**src/rtl/mem_arb_pkg.sv**
```systemverilog
// Shared types and constants for the main-memory arbiter.
// State encoding, default memory geometry and port indices.
package mem_arb_pkg;

    localparam int MEM_ADDR_W = 12;
    localparam int MEM_DATA_W = 8;

    localparam logic PORT_FETCH = 1'b0;
    localparam logic PORT_DATA  = 1'b1;

    typedef enum logic [1:0] {
        IDLE = 2'd0,
        ACC0 = 2'd1,
        ACC1 = 2'd2,
        FIN  = 2'd3
    } state_t;

endpackage

```
**src/rtl/rr_arbiter2.sv**
```systemverilog
// Two-request round-robin picker.
// Ports: req/mask in, last_grant in; gnt_valid/gnt_idx out.
module rr_arbiter2
    import mem_arb_pkg::*;
(
    input  logic [1:0] req,
    input  logic [1:0] mask,
    input  logic       last_grant,
    output logic       gnt_valid,
    output logic       gnt_idx
);

    logic [1:0] eff;

    assign eff = req & ~mask;

    always_comb begin
        gnt_valid = |eff;
        gnt_idx   = PORT_FETCH;
        if (&eff)
            gnt_idx = ~last_grant;
        else if (eff[PORT_DATA])
            gnt_idx = PORT_DATA;
        else
            gnt_idx = PORT_FETCH;
    end

endmodule

```
**src/rtl/mem_arbiter.sv**
```systemverilog
// Sequences a single-port byte memory for fetch (0) and data (1).
// Ports: req/we/word/addr/wdata per port, ack0/ack1, rdata, busy, mem_*.
module mem_arbiter
    import mem_arb_pkg::*;
#(
    parameter int ADDR_W = MEM_ADDR_W,
    parameter int DATA_W = MEM_DATA_W
) (
    input  logic                clk,
    input  logic                rst_n,
    input  logic                req0,
    input  logic                req1,
    input  logic                we0,
    input  logic                we1,
    input  logic                word0,
    input  logic                word1,
    input  logic [ADDR_W-1:0]   addr0,
    input  logic [ADDR_W-1:0]   addr1,
    input  logic [2*DATA_W-1:0] wdata0,
    input  logic [2*DATA_W-1:0] wdata1,
    output logic                ack0,
    output logic                ack1,
    output logic [2*DATA_W-1:0] rdata,
    output logic                busy,
    output logic [ADDR_W-1:0]   mem_address,
    output logic [DATA_W-1:0]   mem_datain,
    output logic                mem_write_enable,
    input  logic [DATA_W-1:0]   mem_dataout
);

    state_t state_q;
    state_t state_d;

    logic gnt_valid;
    logic gnt_idx;
    logic last_grant_q;

    logic                lat_we;
    logic                lat_word;
    logic                lat_port;
    logic [ADDR_W-1:0]   lat_addr;
    logic [2*DATA_W-1:0] lat_wdata;

    logic [DATA_W-1:0]   rdata_lo_q;
    logic [ADDR_W-1:0]   addr_hold_q;
    logic [DATA_W-1:0]   data_hold_q;
    logic                ack0_q;
    logic                ack1_q;
    logic [2*DATA_W-1:0] rdata_q;

    // A port acked this cycle is masked so a requester that
    // drops req on ack is not granted a second time.
    rr_arbiter2 u_rr (
        .req        ({req1, req0}),
        .mask       ({ack1_q, ack0_q}),
        .last_grant (last_grant_q),
        .gnt_valid  (gnt_valid),
        .gnt_idx    (gnt_idx)
    );

    always_ff @(posedge clk or negedge rst_n) begin
        if (!rst_n)
            state_q <= IDLE;
        else
            state_q <= state_d;
    end

    always_comb begin
        state_d = state_q;
        unique case (state_q)
            IDLE: if (gnt_valid) state_d = ACC0;
            ACC0: state_d = lat_word ? ACC1 : FIN;
            ACC1: state_d = FIN;
            FIN:  state_d = IDLE;
            default: state_d = IDLE;
        endcase
    end

    // Address and write data hold their last presented value
    // outside the access states.
    always_comb begin
        busy             = (state_q != IDLE);
        mem_address      = addr_hold_q;
        mem_datain       = data_hold_q;
        mem_write_enable = 1'b0;
        unique case (state_q)
            ACC0: begin
                mem_address      = lat_addr;
                mem_datain       = lat_wdata[DATA_W-1:0];
                mem_write_enable = lat_we;
            end
            ACC1: begin
                mem_address      = lat_addr + ADDR_W'(1);
                mem_datain       = lat_wdata[2*DATA_W-1:DATA_W];
                mem_write_enable = lat_we;
            end
            default: begin
                mem_write_enable = 1'b0;
            end
        endcase
    end

    always_ff @(posedge clk or negedge rst_n) begin
        if (!rst_n) begin
            last_grant_q <= PORT_DATA;
            lat_we       <= 1'b0;
            lat_word     <= 1'b0;
            lat_port     <= PORT_FETCH;
            lat_addr     <= '0;
            lat_wdata    <= '0;
            rdata_lo_q   <= '0;
            addr_hold_q  <= '0;
            data_hold_q  <= '0;
            ack0_q       <= 1'b0;
            ack1_q       <= 1'b0;
            rdata_q      <= '0;
        end else begin
            addr_hold_q <= mem_address;
            data_hold_q <= mem_datain;
            ack0_q      <= 1'b0;
            ack1_q      <= 1'b0;
            unique case (state_q)
                IDLE: begin
                    if (gnt_valid) begin
                        last_grant_q <= gnt_idx;
                        lat_port     <= gnt_idx;
                        lat_we       <= gnt_idx ? we1 : we0;
                        lat_word     <= gnt_idx ? word1 : word0;
                        lat_addr     <= gnt_idx ? addr1 : addr0;
                        lat_wdata    <= gnt_idx ? wdata1 : wdata0;
                    end
                end
                ACC0: begin
                end
                ACC1: begin
                    rdata_lo_q <= mem_dataout;
                end
                FIN: begin
                    ack0_q <= (lat_port == PORT_FETCH);
                    ack1_q <= (lat_port == PORT_DATA);
                    if (!lat_word)
                        rdata_lo_q <= mem_dataout;
                    if (!lat_we) begin
                        if (lat_word)
                            rdata_q <= {mem_dataout, rdata_lo_q};
                        else
                            rdata_q <= {{DATA_W{1'b0}}, mem_dataout};
                    end
                end
                default: begin
                end
            endcase
        end
    end

    assign ack0  = ack0_q;
    assign ack1  = ack1_q;
    assign rdata = rdata_q;

endmodule

```
**config.mk**
```make
export PLATFORM = sky130hd
export DESIGN_NAME = mem_arbiter
export DESIGN_NICKNAME = d
export VERILOG_FILES = /design/src/rtl/mem_arb_pkg.sv /design/src/rtl/rr_arbiter2.sv /design/src/rtl/mem_arbiter.sv
export SDC_FILE = /design/constraint.sdc
export NUM_CORES = 1
export LEC_CHECK = 0
export ABC_AREA = 1
export ABC_CLOCK_PERIOD_IN_PS = 1500
export CAP_MARGIN = 30
export CORE_ASPECT_RATIO = 0.6
export CORE_UTILIZATION = 43
export CTS_CLUSTER_DIAMETER = 150
export CTS_CLUSTER_SIZE = 10
export DETAILED_ROUTE_END_ITERATION = 16
export PLACE_DENSITY_LB_ADDON = 0.3
export REMOVE_ABC_BUFFERS = 1
export SLEW_MARGIN = 20
export SYNTH_ARGS = -nofsm -noshare
export SYNTH_HDL_FRONTEND = slang
export SYNTH_SLANG_ARGS = --single-unit
export TNS_END_PERCENT = 5
```
**constraint.sdc**
```tcl
create_clock -name clk -period 1.5 [get_ports clk]
set_input_delay 0.225 -clock clk [delete_from_list [all_inputs] [get_ports clk]]
set_output_delay 0.225 -clock clk [all_outputs]
set_load 0.02 [all_outputs]
```
* After elaboration in Yosys (flattened, before gate mapping) *
Cells that the tools add are included.

word-level totals
  memory bits (writable) = 0
  output and inout bits = 40
  memories = 0
  flip-flop bits (word level) = 80
  bits in latches = 0
  memory bits (read-only) = 0
  input bits = 72

cells by class
  div/mod/pow operators = 0
  add/sub/neg operators = 1
  muxes and demuxes = 17
  multipliers = 0
  magnitude comparators = 0
  shift operators = 0
  bitwise operators = 5
  reductions and logical operators = 9
  equal/unequal tests = 5

operator list
  operator                                                          number
  16-bit 2-to-1 mux                                                 2
  8-bit case mux with 2 select lines                                2
  12-bit case mux with 2 select lines                               1
  12-bit by 1-bit adder with 12-bit output (second input constant)  1
  12-bit 2-to-1 mux                                                 1
  1-bit 2-to-1 mux                                                  8
  8-bit 2-to-1 mux                                                  1
  2-bit case mux with 4 select lines                                1
  2-bit AND reduction                                               4
  2-bit == test (second input constant)                             2
  2-bit inequality test (second input constant)                     2
  2-bit nonzero test                                                2
  2-bit OR reduction                                                2
  1-bit inverter                                                    3
  2-bit AND                                                         1
  2-bit by 1-bit == test with 1-bit output (second input constant)  1
  2-bit zero test                                                   1
  2-bit 2-to-1 mux                                                  1
  2-bit inverter                                                    1

* Depth between registers and ports, before layout *
  word-level depth = 5
  gate-level depth with buffers = 8
  gate-level depth less buffers = 8

* Modules after synthesis *
Synthesis repeated with hierarchy kept, for this count alone.

second synthesis, totals
  cells, all modules = 464
  area total of the unflattened synthesis = 3862.5 um2

modules (own cells, without submodules)
  module       area each (um2)  instances  cells each  seq. area each (um2)
  mem_arbiter  3829.9           1          456         2003.2
  rr_arbiter2  32.5             1          8           0.0

* Least setup slack after synthesis *
OpenSTA, ideal clock, no wires.

  path kind = reg2out
  start point = register state_q[1]
  end point = output mem_address[2]
  arrival = 1.648 ns
  data required time = 1.275 ns
  cell stages (with the launch flop) = 7
  path slack = -0.373 ns
  path buffers = 2
  cell sequence = dfrtp_1 inv_1 ha_1 buf_2 inv_2 buf_2 o21ai_0

between the ends
  cells in the longest elaborated chain, start to end = 2
  elaborated cells on any way between the ends = 3

RTL lines
  element                                                                    RTL line           source
  start, declared                                                            mem_arbiter.sv:31  state_t state_q;
  start signal, assigned                                                     mem_arbiter.sv:65  state_q <= state_d;
  2-bit == test or 2-bit by 1-bit == test with 1-bit output (tied branches)  mem_arbiter.sv:86  unique case (state_q)
  12-bit case mux with 2 select lines (*)                                    mem_arbiter.sv:86
  end, declared                                                              mem_arbiter.sv:25  output logic [ADDR_W-1:0] mem_address,

Every way passes the cells marked *; elsewhere a longest branch is shown, timed or not.

* Final worst setup path *
  start point = register lat_addr[1]
  end point = output mem_address[8]

between the ends
  cells in the longest elaborated chain, start to end = 2

RTL lines
  element                                   RTL line            source
  start, declared                           mem_arbiter.sv:41   logic [ADDR_W-1:0] lat_addr;
  start signal, assigned                    mem_arbiter.sv:129  lat_addr <= gnt_idx ? addr1 : addr0;
  12-bit by 1-bit adder with 12-bit output  mem_arbiter.sv:93   mem_address = lat_addr + ADDR_W'(1);
  12-bit case mux with 2 select lines       mem_arbiter.sv:86

No other way between the ends.

==> run_results.csv <==
group,metric,value,unit
sta,worst_pin_slew,0.323,ns
sta,setup_violations,21,
routing,drcViolationCount,0,
routing,initialDrtViolationCount,258,
synth,yosysTopAreaCellShare,52.0,%
power_and_ir_drop,internal_power,8950,uW
layout,final_common_cell,"nand2_1",
floorplanning,die_h,74.8,um
setup_path,rr_worst_depth,5,
setup_path,crit_fanout,4,
sta,tns,-8.46,ns
synth,syn_inst,459,
synth,synthArstFlopShare,100,%
setup_path,r2r_start,"state_q[0]",
layout,area_growth,55.4,%
synth,syn_area_per_cell,8.28,um2
routing,wl_per_cell,15.8,um
placement,place_area,5410,um2
power_and_ir_drop,powerDensity,2690,nW/um2
worst_hold_path,hold_path_class,"in2async",
clock_network,h-tree-depth,3,
floorplanning,die_w,123,um
setup_path,crit_chain,"ha_2, nand2_2, inv_4, buf_4, nand3_1, a21oi_2, nand2_1, nand2_2, buf_6",
global_route,grt_pass1_wl,17800,um
power_and_ir_drop,seqPwrFrac,24.0,%
layout,utilization,69.1,%
synth,synthSimpleGateAreaFrac,19.0,%
setup_path,crit_type,"reg2out",
layout,num_antenna_cells,0,
setup_path,r2r-end,"rdata[9]",
routing,wirelength,11600,um
synth,ys_ff_latch,80,
clock_network,cts_sinks,80,
setup_path,startpoint,"lat_addr[1]",
floorplanning,rows,26,
synth,synth-seq-area-share,52.7,%
routing,viasPerCell,5.31,
floorplanning,initial_core_util,44.4,%
clock_network,clk_pin_slew,0.06,ns
layout,postLayoutCellArea,5910,um2
routing,first_pass_iters,5,
global_route,grt_antenna_before_repair,0,
synth,synth_ff_type,"dfrtp_1",
sta,period_minus_slack,1.97,ns
setup_path,max_stage_delay,0.37,ns
power_and_ir_drop,total_leakage_power,0.00268,uW
placement,hpwl,8170,um
global_route,grt_pass1_vias,3707,
synth,synth-xor-area-share,0,%
clock_network,numCtsBuffers,9,
outcome,status,"complete, but fails checks",
power_and_ir_drop,pwr-share-comb,61.2,%
power_and_ir_drop,power.share.clock,14.8,%
sta,fin_skew,0.00506,ns
clock_network,clk_path_buf_depth,2,
layout,drive_above_1_share,24.2,%
job,cap_violations,0,
sta,setup_ws,-0.466,ns
sta,drv_slew,0,
setup_path,cp.arrival,1.74,ns
global_route,grt_overflow_total,0,
routing,wl_met3,831,um
sta,hold_viol_final,0,
global_route,track_usage,25.9,%
routing,highest_layer,"met4",
global_route,grt_max_degree,48,
synth,synth-edff-count,0,
setup_path,cp.required,1.27,ns
routing,wl_met1,5260,um
setup_path,end_kind,"output port",
routing,ant_nets,0,
floorplanning,io_pins,112,
synth,yosys_warnings,0,
layout,nNetsFinal,693,
power_and_ir_drop,switchingPower,6940,uW
floorplanning,core_area,8560,um2
outcome,violations,"negative setup slack",
synth,synthAdderAreaFrac,1.65,%
setup_path,critPathLaunchType,"flop",
routing,met2_wirelength,5350,um
placement,portBuffers,111,
clock_network,cts_tree,"done",
synth,yosysTopAreaCell,"dfrtp_1",
clock_network,insertion_delay,0.34,ns
sta,maxSlewHeadroom,78.3,%
setup_path,crit_path_frequent_cell,"nand2_2",
routing,vias,3890,
synth,synthMuxAreaShare,0,%
power_and_ir_drop,ir_drop,1150,uV
setup_path,crit_slowest_cell,"dfrtp_1",
sta,max_freq,0.509,GHz
layout,final_cell_mix,"88 x nand2_1, 79 x dfrtp_1, 70 x clkdlybuf4s50_1, 58 x nor2_1, 58 x buf_4",
sta,min_period_over_period,131,%
floorplanning,fp.dieArea,9240,um2
synth,synth_area_leaders,"dfrtp_1 52%, nand2_1 9.6%, a21oi_1 9.0%, nor2_1 5.7%, o21ai_0 4.6%",
synth,syn-cell-area,3800,um2
setup_path,endpoint,"mem_address[8]",
synth,yosysUniqueCellTypes,27,
clock_network,root_buffer,"clkbuf_16",
synth,synth_top_family_by_area,"compound AO/OA/AOI/OAI gates",
synth,synth_compound_area_share,19.5,%
sta,rsz0062_at_grt,"yes",
power_and_ir_drop,swShare,43.7,%
placement,place_congestion,0.890,
setup_path,ff2ff_setup_slack,0.08,ns
cells by family (layout without fill, tap and decap cells):
family | count (synthesis) | count (layout)
AND/OR/NAND/NOR | 178 | 178
AO/OA/AOI/OAI | 137 | 137
flip-flops | 80 | 80
buffers and inverters | 59 | 221
adder cells (fa/ha/maj) | 5 | 5
worst min path at each step:
stage,cells after the start,endpoint,slack [ns],from
global route,2,rdata[4],0.30,rst_n
floorplan,0,ack0,-0.07,rst_n
CTS,2,rdata[5],0.27,rst_n
global placement,1,rdata[5],0.09,rst_n
detailed placement,1,rdata[5],0.09,rst_n
finish,2,rdata[5],0.28,rst_n
power groups by stage:
stage | clock [uW] | combinational [uW] | sequential (uW)
detailed placement | 0 | 8900 | 3810
finish | 2350 | 9720 | 3820
floorplan | 0 | 4020 | 4100
global placement | 0 | 8710 | 3780
CTS | 2380 | 9220 | 3790
global route | 2500 | 10500 | 3940
registers in the layout, indices dropped and copies added, names as in the netlist:
signal,flops
ack0,1
ack1,1
addr_hold_q,12
data_hold_q,8
last_grant_q,1
lat_addr,12
lat_port,1
lat_wdata,16
lat_we,1
lat_word,1
rdata,16
rdata_lo_q,8
state_q,2
synthesized netlist by cell type (all sizes together), types with 5 or more instances:
cell type,number
a21oi,69
a31oi,8
buf,24
dfrtp,79
ha,5
inv,33
nand2,99
nand3,15
nor2,61
o21ai,39
o22ai,11
o31ai,8
routing by layer:
metal,track usage (%),up-vias
met1,35.3,1868
met2,39.9,158
li1,-,1847
met3,7.65,17
met4,8.57,0
met5,0,-
per-stage QoR:
stage               instances  hold WS [ns]  total power [uW]  setup slack, ns
finish                    733         0.279             15900           -0.466
global route              733         0.298             16900           -0.568
CTS                       732         0.274             15400           -0.422
detailed placement        713        0.0908             12700           -0.690
global placement          713        0.0886             12500           -0.614
floorplan                 434       -0.0706              8120           -0.553
cell type report:
cell class	instances	area, um2
clock inverters	6	92.6
inverters	34	135
clock buffers	10	229
multi-input cells	320	1680
repair buffers	171	1630
flip-flops and latches	80	2000
well taps	112	140
fillers	706	2650
what timing repair did:
item	4_1_cts	5_1_grt
setup endpoints to repair	41	32
setup buffers	1	1
cloned	1	0
hold buffers	1	0
gates resized for setup	169	32
pin swaps	7	11
hold endpoints to repair	12	0
worst max-delay path, delay by kind of cell (launching register included):
family                   cells  cell delay [ns]
flip-flops                   1             0.37
AND/OR/NAND/NOR              4             0.35
buffers and inverters        3             0.32
adder cells (fa/ha/maj)      1             0.20
AO/OA/AOI/OAI                1             0.15
No activity file was read; power rests on OpenSTA's default activity.
